`src/rtl/top_receiver.sv`:
```
// top_receiver: 8N1 UART receiver with mid-bit sampling, byte counter and start/num_bytes session tracking.
module top_receiver #(
  parameter int CLKS_PER_BIT = 868,
  parameter int HALF_BIT     = CLKS_PER_BIT / 2
) (
  input  logic        system_clock,
  input  logic        rst_n,
  input  logic        rx,
  input  logic        start,
  input  logic [14:0] num_bytes_to_receive,
  output logic [7:0]  rx_data,
  output logic        rx_valid,
  output logic        frame_error,
  output logic [15:0] data_counter,
  output logic        busy,
  output logic        done
);
  localparam int CW = $clog2(CLKS_PER_BIT);
  typedef enum logic [2:0] {IDLE, START, DATA, STOP, WAIT_HIGH} state_t;
  state_t      state_q, state_d;
  logic        rx_meta_q, rx_s_q;
  logic [CW-1:0] cnt_q, cnt_d;
  logic [2:0]  bit_idx_q, bit_idx_d;
  logic [7:0]  shift_q, shift_d;
  logic [7:0]  rx_data_q, rx_data_d;
  logic        rx_valid_q, rx_valid_d;
  logic        frame_error_q, frame_error_d;
  logic [15:0] data_counter_q, data_counter_d;
  logic        busy_q, busy_d;
  logic        done_q, done_d;
  logic [14:0] target_q, target_d;
  logic        good, ferr, hit;
  logic [15:0] cnt_inc;
  always_comb begin
    state_d   = state_q;
    cnt_d     = cnt_q + 1'b1;
    bit_idx_d = bit_idx_q;
    shift_d   = shift_q;
    good      = 1'b0;
    ferr      = 1'b0;
    case (state_q)
      IDLE: begin
        cnt_d   = '0;
        state_d = rx_s_q ? IDLE : START;
      end
      START: if (cnt_q == CW'(HALF_BIT - 1)) begin
        cnt_d     = '0;
        bit_idx_d = 3'd0;
        state_d   = rx_s_q ? IDLE : DATA;
      end
      DATA: if (cnt_q == CW'(CLKS_PER_BIT - 1)) begin
        cnt_d     = '0;
        shift_d   = {rx_s_q, shift_q[7:1]};
        bit_idx_d = bit_idx_q + 3'd1;
        state_d   = (bit_idx_q == 3'd7) ? STOP : DATA;
      end
      STOP: if (cnt_q == CW'(CLKS_PER_BIT - 1)) begin
        cnt_d   = '0;
        good    = rx_s_q;
        ferr    = ~rx_s_q;
        state_d = rx_s_q ? IDLE : WAIT_HIGH;
      end
      WAIT_HIGH: begin
        cnt_d   = '0;
        state_d = rx_s_q ? IDLE : WAIT_HIGH;
      end
      default: begin
        cnt_d   = '0;
        state_d = IDLE;
      end
    endcase
  end
  // A start pulse takes priority over a byte completing in the same cycle.
  always_comb begin
    cnt_inc        = data_counter_q + 16'd1;
    hit            = busy_q & good & (cnt_inc == {1'b0, target_q});
    rx_data_d      = good ? shift_q : rx_data_q;
    rx_valid_d     = good;
    frame_error_d  = ferr;
    target_d       = start ? num_bytes_to_receive : target_q;
    data_counter_d = start ? 16'd0 : good ? cnt_inc : data_counter_q;
    busy_d         = start ? (num_bytes_to_receive != 15'd0) : hit ? 1'b0 : busy_q;
    done_d         = ~start & hit;
  end
  always_ff @(posedge system_clock or negedge rst_n) begin
    if (!rst_n) begin
      rx_meta_q      <= 1'b1;
      rx_s_q         <= 1'b1;
      state_q        <= IDLE;
      cnt_q          <= '0;
      bit_idx_q      <= '0;
      shift_q        <= '0;
      rx_data_q      <= '0;
      rx_valid_q     <= 1'b0;
      frame_error_q  <= 1'b0;
      data_counter_q <= '0;
      busy_q         <= 1'b0;
      done_q         <= 1'b0;
      target_q       <= '0;
    end else begin
      rx_meta_q      <= rx;
      rx_s_q         <= rx_meta_q;
      state_q        <= state_d;
      cnt_q          <= cnt_d;
      bit_idx_q      <= bit_idx_d;
      shift_q        <= shift_d;
      rx_data_q      <= rx_data_d;
      rx_valid_q     <= rx_valid_d;
      frame_error_q  <= frame_error_d;
      data_counter_q <= data_counter_d;
      busy_q         <= busy_d;
      done_q         <= done_d;
      target_q       <= target_d;
    end
  end
  assign rx_data      = rx_data_q;
  assign rx_valid     = rx_valid_q;
  assign frame_error  = frame_error_q;
  assign data_counter = data_counter_q;
  assign busy         = busy_q;
  assign done         = done_q;
endmodule

```
`config.mk`:
```
export PLATFORM = sky130hd
export DESIGN_NAME = top_receiver
export DESIGN_NICKNAME = d
export VERILOG_FILES = /design/src/rtl/top_receiver.sv
export SDC_FILE = /design/constraint.sdc
export NUM_CORES = 1
export LEC_CHECK = 0
export CORE_MARGIN = 3
export CORE_UTILIZATION = 50
export DETAILED_ROUTE_END_ITERATION = 10
export DONT_BUFFER_PORTS = 1
export GPL_TIMING_DRIVEN = 0
export PLACE_DENSITY = 0.64
export SETUP_SLACK_MARGIN = 0.4
export SYNTH_ARGS = -nofsm -noshare
export SYNTH_HDL_FRONTEND = slang
export SYNTH_SLANG_ARGS = --single-unit
```
`constraint.sdc`:
```
create_clock -name system_clock -period 2.6 [get_ports system_clock]
set_input_delay 0.26 -clock system_clock [delete_from_list [all_inputs] [get_ports system_clock]]
set_output_delay 0.26 -clock system_clock [all_outputs]
set_load 0.1 [all_outputs]
```
After elaboration in Yosys (flattened, before gate mapping)
Index checks and enable logic that the tools add are counted.
{ "totals": {"out_inout_bits": 28, "inputBits": 19, "reg_bits": 69} }
{ "op_classes": {"n_addsub": 3, "mux": 22, "eq_ne": 11, "bitwise": 5, "n_reduce_logical": 9} }
{ "op_table": {"columns": ["cell", "n"], "rows": [
  ["2-to-1 mux 16 bit", 2],
  ["2-to-1 mux 10 bit", 2],
  ["case mux 10 bit (2 select lines)", 1],
  ["2-to-1 mux 3 bit", 6],
  ["adder 16 x 1 -> 16 bit (second input constant)", 1],
  ["equality test 16 x 15 -> 1 bit", 1],
  ["case mux 3 bit (5 select lines)", 1],
  ["nonzero test 15 bit", 1],
  ["adder 10 x 1 -> 10 bit (second input constant)", 1],
  ["equality test 10 bit (second input constant)", 1],
  ["equality test 10 x 9 -> 1 bit (second input constant)", 1],
  ["2-to-1 mux 1 bit", 8],
  ["equality test 3 x 2 -> 1 bit (second input constant)", 2],
  ["equality test 3 bit (second input constant)", 2],
  ["inequality test 2 bit (second input constant)", 3],
  ["case mux 3 bit (2 select lines)", 1],
  ["AND reduction 3 bit", 2],
  ["nonzero test 2 bit", 3],
  ["adder 3 x 1 -> 3 bit (second input constant)", 1],
  ["AND 1 bit", 3],
  ["equality test 3 x 1 -> 1 bit (second input constant)", 1],
  ["zero test 3 bit", 1],
  ["2-to-1 mux 2 bit", 1],
  ["inverter 1 bit", 2],
  ["other kinds (2)", 2]
]} }

Longest topological paths before layout
Gate-level depths: netlist (run 1).
{ "logic_depth": {"word_depth": 7, "ltp_mapped": 8} }

Least setup slack after synthesis (run 1)
OpenSTA, ideal clock, no wires.
{ "synth_path": {"kind": "reg-to-reg", "start": "register data_counter_q[1], in the netlist data_counter[1]", "end": "register busy_q, in the netlist busy", "t_arrival_ps": 2750, "stages_incl_launch_ff": 9, "setup_time_ps": 119, "period_less_slack_ps": 2869, "path_buffers": 1, "setup_slack_ps": -269, "required_time_ps": 2481, "cell_sequence": "dfrtp_1 ha_1 clkbuf_1 nand3_1 o21a_1 or3b_2 a21oi_1 o211ai_1 o21a_1"} }
{ "synth_between": {"elab_chain_cells": 4} }
{ "synth_lines": {"columns": ["element", "line", "text"], "rows": [
  ["from (decl)", "28", "logic [15:0] data_counter_q, data_counter_d;"],
  ["from (signal assigned)", "110", "data_counter_q <= data_counter_d;"],
  ["adder 16 x 1 -> 16 bit", "75", "cnt_inc = data_counter_q + 16'd1;"],
  ["equality test 16 x 15 -> 1 bit", "76", "hit = busy_q & good & (cnt_inc == {1'b0, target_q});"],
  ["AND 1 bit", "76", null],
  ["nonzero test 2 bit (no source line)", null, null],
  ["to (signal assigned)", "111", "busy_q <= busy_d;"],
  ["to (decl)", "29", "logic busy_q, busy_d;"]
]} }
No other way between the ends.
A chain may end at the register's enable or synchronous reset.

Worst setup path after layout (run 1)
{ "layout_path": {"start": "register data_counter_q[9], in the netlist data_counter[9]", "end": "register busy_q, in the netlist busy"} }
Same word-level chain as after synthesis.

==> impl_metrics.env, run 1 <==
export IMPL_status="complete, no violations"
export IMPL_r2r_end="busy"
export IMPL_finalSetupTns_ns=0
export IMPL_crit_fanout=3
export IMPL_coreArea_um2=6530
export IMPL_setup_ws_ns=0.249
export IMPL_place_ws_ns=0.0904
export IMPL_power_leakage_nw=1.76
export IMPL_crit_required_ns=2.83
export IMPL_synthMostInstantiatedCell="dfrtp_1"
export IMPL_power_density_nw_per_um2=528
export IMPL_hold_path_depth=2
export IMPL_clock_latency_ns=0.34
export IMPL_rsz0062_at_grt="true"
export IMPL_cts_tree="built"
export IMPL_fill_cells=503
export IMPL_maxSlewViolCount=0
export IMPL_drc=0
export IMPL_crit_end="busy"
export IMPL_arrival_ns=2.58
export IMPL_antenna_found_initial=0
export IMPL_io_pins=47
export IMPL_slowest_stage="dfrtp_4"
export IMPL_synth_edf_count=0
export IMPL_grt_pass1_wl_um=12200
export IMPL_cp_cell_sequence="buf_6 > nand4_1 > or3_4 > o41a_1 > nor3b_2 > o311ai_2 > o21a_1"
export IMPL_drt_iter0_drc=100
export IMPL_wl_per_cell_um=17.1
export IMPL_syn_area_um2=3470
export IMPL_peakVddDrop_v=0.000445
export IMPL_crit_buf_inv=1
export IMPL_htreeDepth=3
export IMPL_via_count=2534
export IMPL_yosys_area_top_type="dfrtp_1"
export IMPL_worst_path_stages=7
export IMPL_vias_per_cell=5.79
export IMPL_grt_pass1_vias=2569
export IMPL_ys_async_sr_fraction=1.00
export IMPL_ctsLongestPathBuffers=2
export IMPL_r2r_start="data_counter[9]"
export IMPL_ys_flop_type="dfrtp_1"
export IMPL_worst_pin_slew_ns=1.07
export IMPL_die_w_um=89.3
export IMPL_cts_sinks=69
export IMPL_yosys_warnings=0
export IMPL_rows=29
export IMPL_ys_ff_latch=69
export IMPL_num_antenna_cells=0
export IMPL_startpoint="data_counter[9]"
export IMPL_grt_max_degree=70
export IMPL_syn_nets=347
export IMPL_die_h_um=89.3
export IMPL_numPortBuffers=0
export IMPL_totalWireLength_um=7500
export IMPL_initial_core_util=0.532
export IMPL_syn_area_per_cell_um2=10.8
export IMPL_critPathTopFamily="simple AND/OR/NAND/NOR gates"
export IMPL_ant_nets=0
export IMPL_dp_cells=400
export IMPL_synth_area_leaders="dfrtp_1, mux2_2, xnor2_1"
export IMPL_min_period_ns=2.35
export IMPL_area_growth_pct=21.7
export IMPL_hp_class="in2reg"
export IMPL_die_area_um2=7980
export IMPL_synth_top_area_frac=0.483
export IMPL_dr_pass1_iters=5
export IMPL_netlist_instances=323
export IMPL_ys_seq_area_frac=0.498
export IMPL_drive_gt1_frac=0.299
export IMPL_setup_viol=0
export IMPL_multi_input_area_um2=1820
export IMPL_num_nets_final=380
export IMPL_max_freq_mhz=425
export IMPL_end_kind="register"
export IMPL_critical_path_max_stage_delay_ns=0.62
export IMPL_root_buffer="clkbuf_8"
export IMPL_synthTopCellsByCount="dfrtp_1, nor2_1, xnor2_1"
export IMPL_cts_buffers=9
export IMPL_finalNonFillerCells=438
export IMPL_grt_usage=0.202
export IMPL_yosysUniqueCellTypes=55
export IMPL_maxCapViolCount=0
export IMPL_rr_worst_depth=7
export IMPL_period_share=0.904
export IMPL_register_area_um2=1780
export IMPL_startpoint_type="register"
export IMPL_relSlewSlack=0.287
export IMPL_overflow=0
export IMPL_skew_ns=0.00642
export IMPL_path_class="reg2reg"
export IMPL_reg2reg_slack_ns=0.25
export IMPL_hold_viol_final=0
export IMPL_clk_pin_slew_ns=0.08
export IMPL_gp_congestion=0.841
export IMPL_dpl_hpwl_um=5040
-- worst min-delay path by stage --
stage	from	end	slack, ns
after detailed placement	rst_n	rx_data[1]	-0.03
after floorplan	rst_n	bit_idx_q[0]	-0.04
after global routing	num_bytes_to_receive[1]	target_q[1]	0.05
after CTS	num_bytes_to_receive[13]	target_q[13]	0.05
final	num_bytes_to_receive[13]	target_q[13]	0.06
after global placement	rst_n	rx_data[1]	-0.03
-- registers in the layout, summed over array words and instances (netlist names), 3 cells and up --
signal and cells:
state_q 3, target_q 15, data_counter 16, shift_q 8
cnt_q 10, rx_data 8, bit_idx_q 3
-- area by class of cell --
class                   count  area share
multi-input cells         232       0.430
well taps                  77      0.0228
flip-flops and latches     69       0.420
repair buffers             22      0.0459
inverters                   7     0.00622
clock buffers              11      0.0335
clock inverters             5      0.0195
plain buffers              15      0.0222
-- power by group --
| part | switching, W | total (W) | leakage (nW) | internal [W] |
|---|---|---|---|---|
| Clock | 0.000415 | 0.000986 | 0.114 | 0.000570 |
| Sequential | 0.0000245 | 0.00112 | 0.876 | 0.00110 |
| Combinational | 0.0000641 | 0.000123 | 0.775 | 0.0000591 |
| Total | 0.000504 | 0.00223 | 1.76 | 0.00173 |
-- logic make-up after synthesis --
logic type,Yosys count,synth area share
flip-flops,69,0.498
buffers and inverters,22,0.0252
AO/OA/AOI/OAI,33,0.0706
AND/OR/NAND/NOR,121,0.180
multiplexers,34,0.110
adder cells (fa/ha/maj),5,0.0180
XOR/XNOR,39,0.0983
-- timing repair --
item	in CTS	in global routing
hold endpoints to repair	70	0
hold buffers	3	0
gates resized for setup	20	21
pin swaps	9	8
setup buffers	9	10
endpoints found under the setup margin	26	25
-- worst register-to-register path, delay by kind of cell, from the launching register on --
family          cells  cell delay [ns]
simple gates        3             0.75
compound gates      3             0.72
flops               1             0.62
buf+inv             1             0.16
-- cell usage in the layout (no fill, tap or decap), types with 5 or more instances in the layout --
master and n:
buf_4 19, dfrtp_4 12, nor3_1 7, xor2_1 11, dfrtp_1 53, nor2_1 44
mux2_2 24, nand3_1 12, nor4_1 5, clkbuf_8 10, clkbuf_2 5, mux2_1 8
o21ai_0 5, xnor2_1 28, inv_1 7, nand4_1 7, nand2_1 12, a21oi_1 5
-- layer usage --
layer	share of wire	vias up	GRT usage
met3	0.051	19	0.0571
met2	0.49	61	0.327
met4	0.022	0	0.0934
li1	-	1208	-
met5	0	-	0
met1	0.43	1246	0.249
-- through the flow --
step,total power (W),hold slack [ns],cell area (µm²),utilization
floorplan,0.00121,-0.0356,3540,-
global placement,0.00123,-0.0341,3630,0.556
detailed placement,0.00123,-0.0340,3630,0.556
CTS,0.00225,0.0482,4060,0.621
global route,0.00232,0.0502,4230,0.647
finish,0.00223,0.0600,4230,0.647
(Power assumes the default switching activity.)
==> run 2, diff against run 1 <==
--- a/config.mk
+++ b/config.mk
@@ -12,6 +12,7 @@
 export GPL_TIMING_DRIVEN = 0
 export PLACE_DENSITY = 0.64
 export SETUP_SLACK_MARGIN = 0.4
+export SLEW_MARGIN = 25
 export SYNTH_ARGS = -nofsm -noshare
 export SYNTH_HDL_FRONTEND = slang
 export SYNTH_SLANG_ARGS = --single-unit
==> results of run 2 <==
Same layout as run 1: the final DEF is identical, and so are final timing and power.
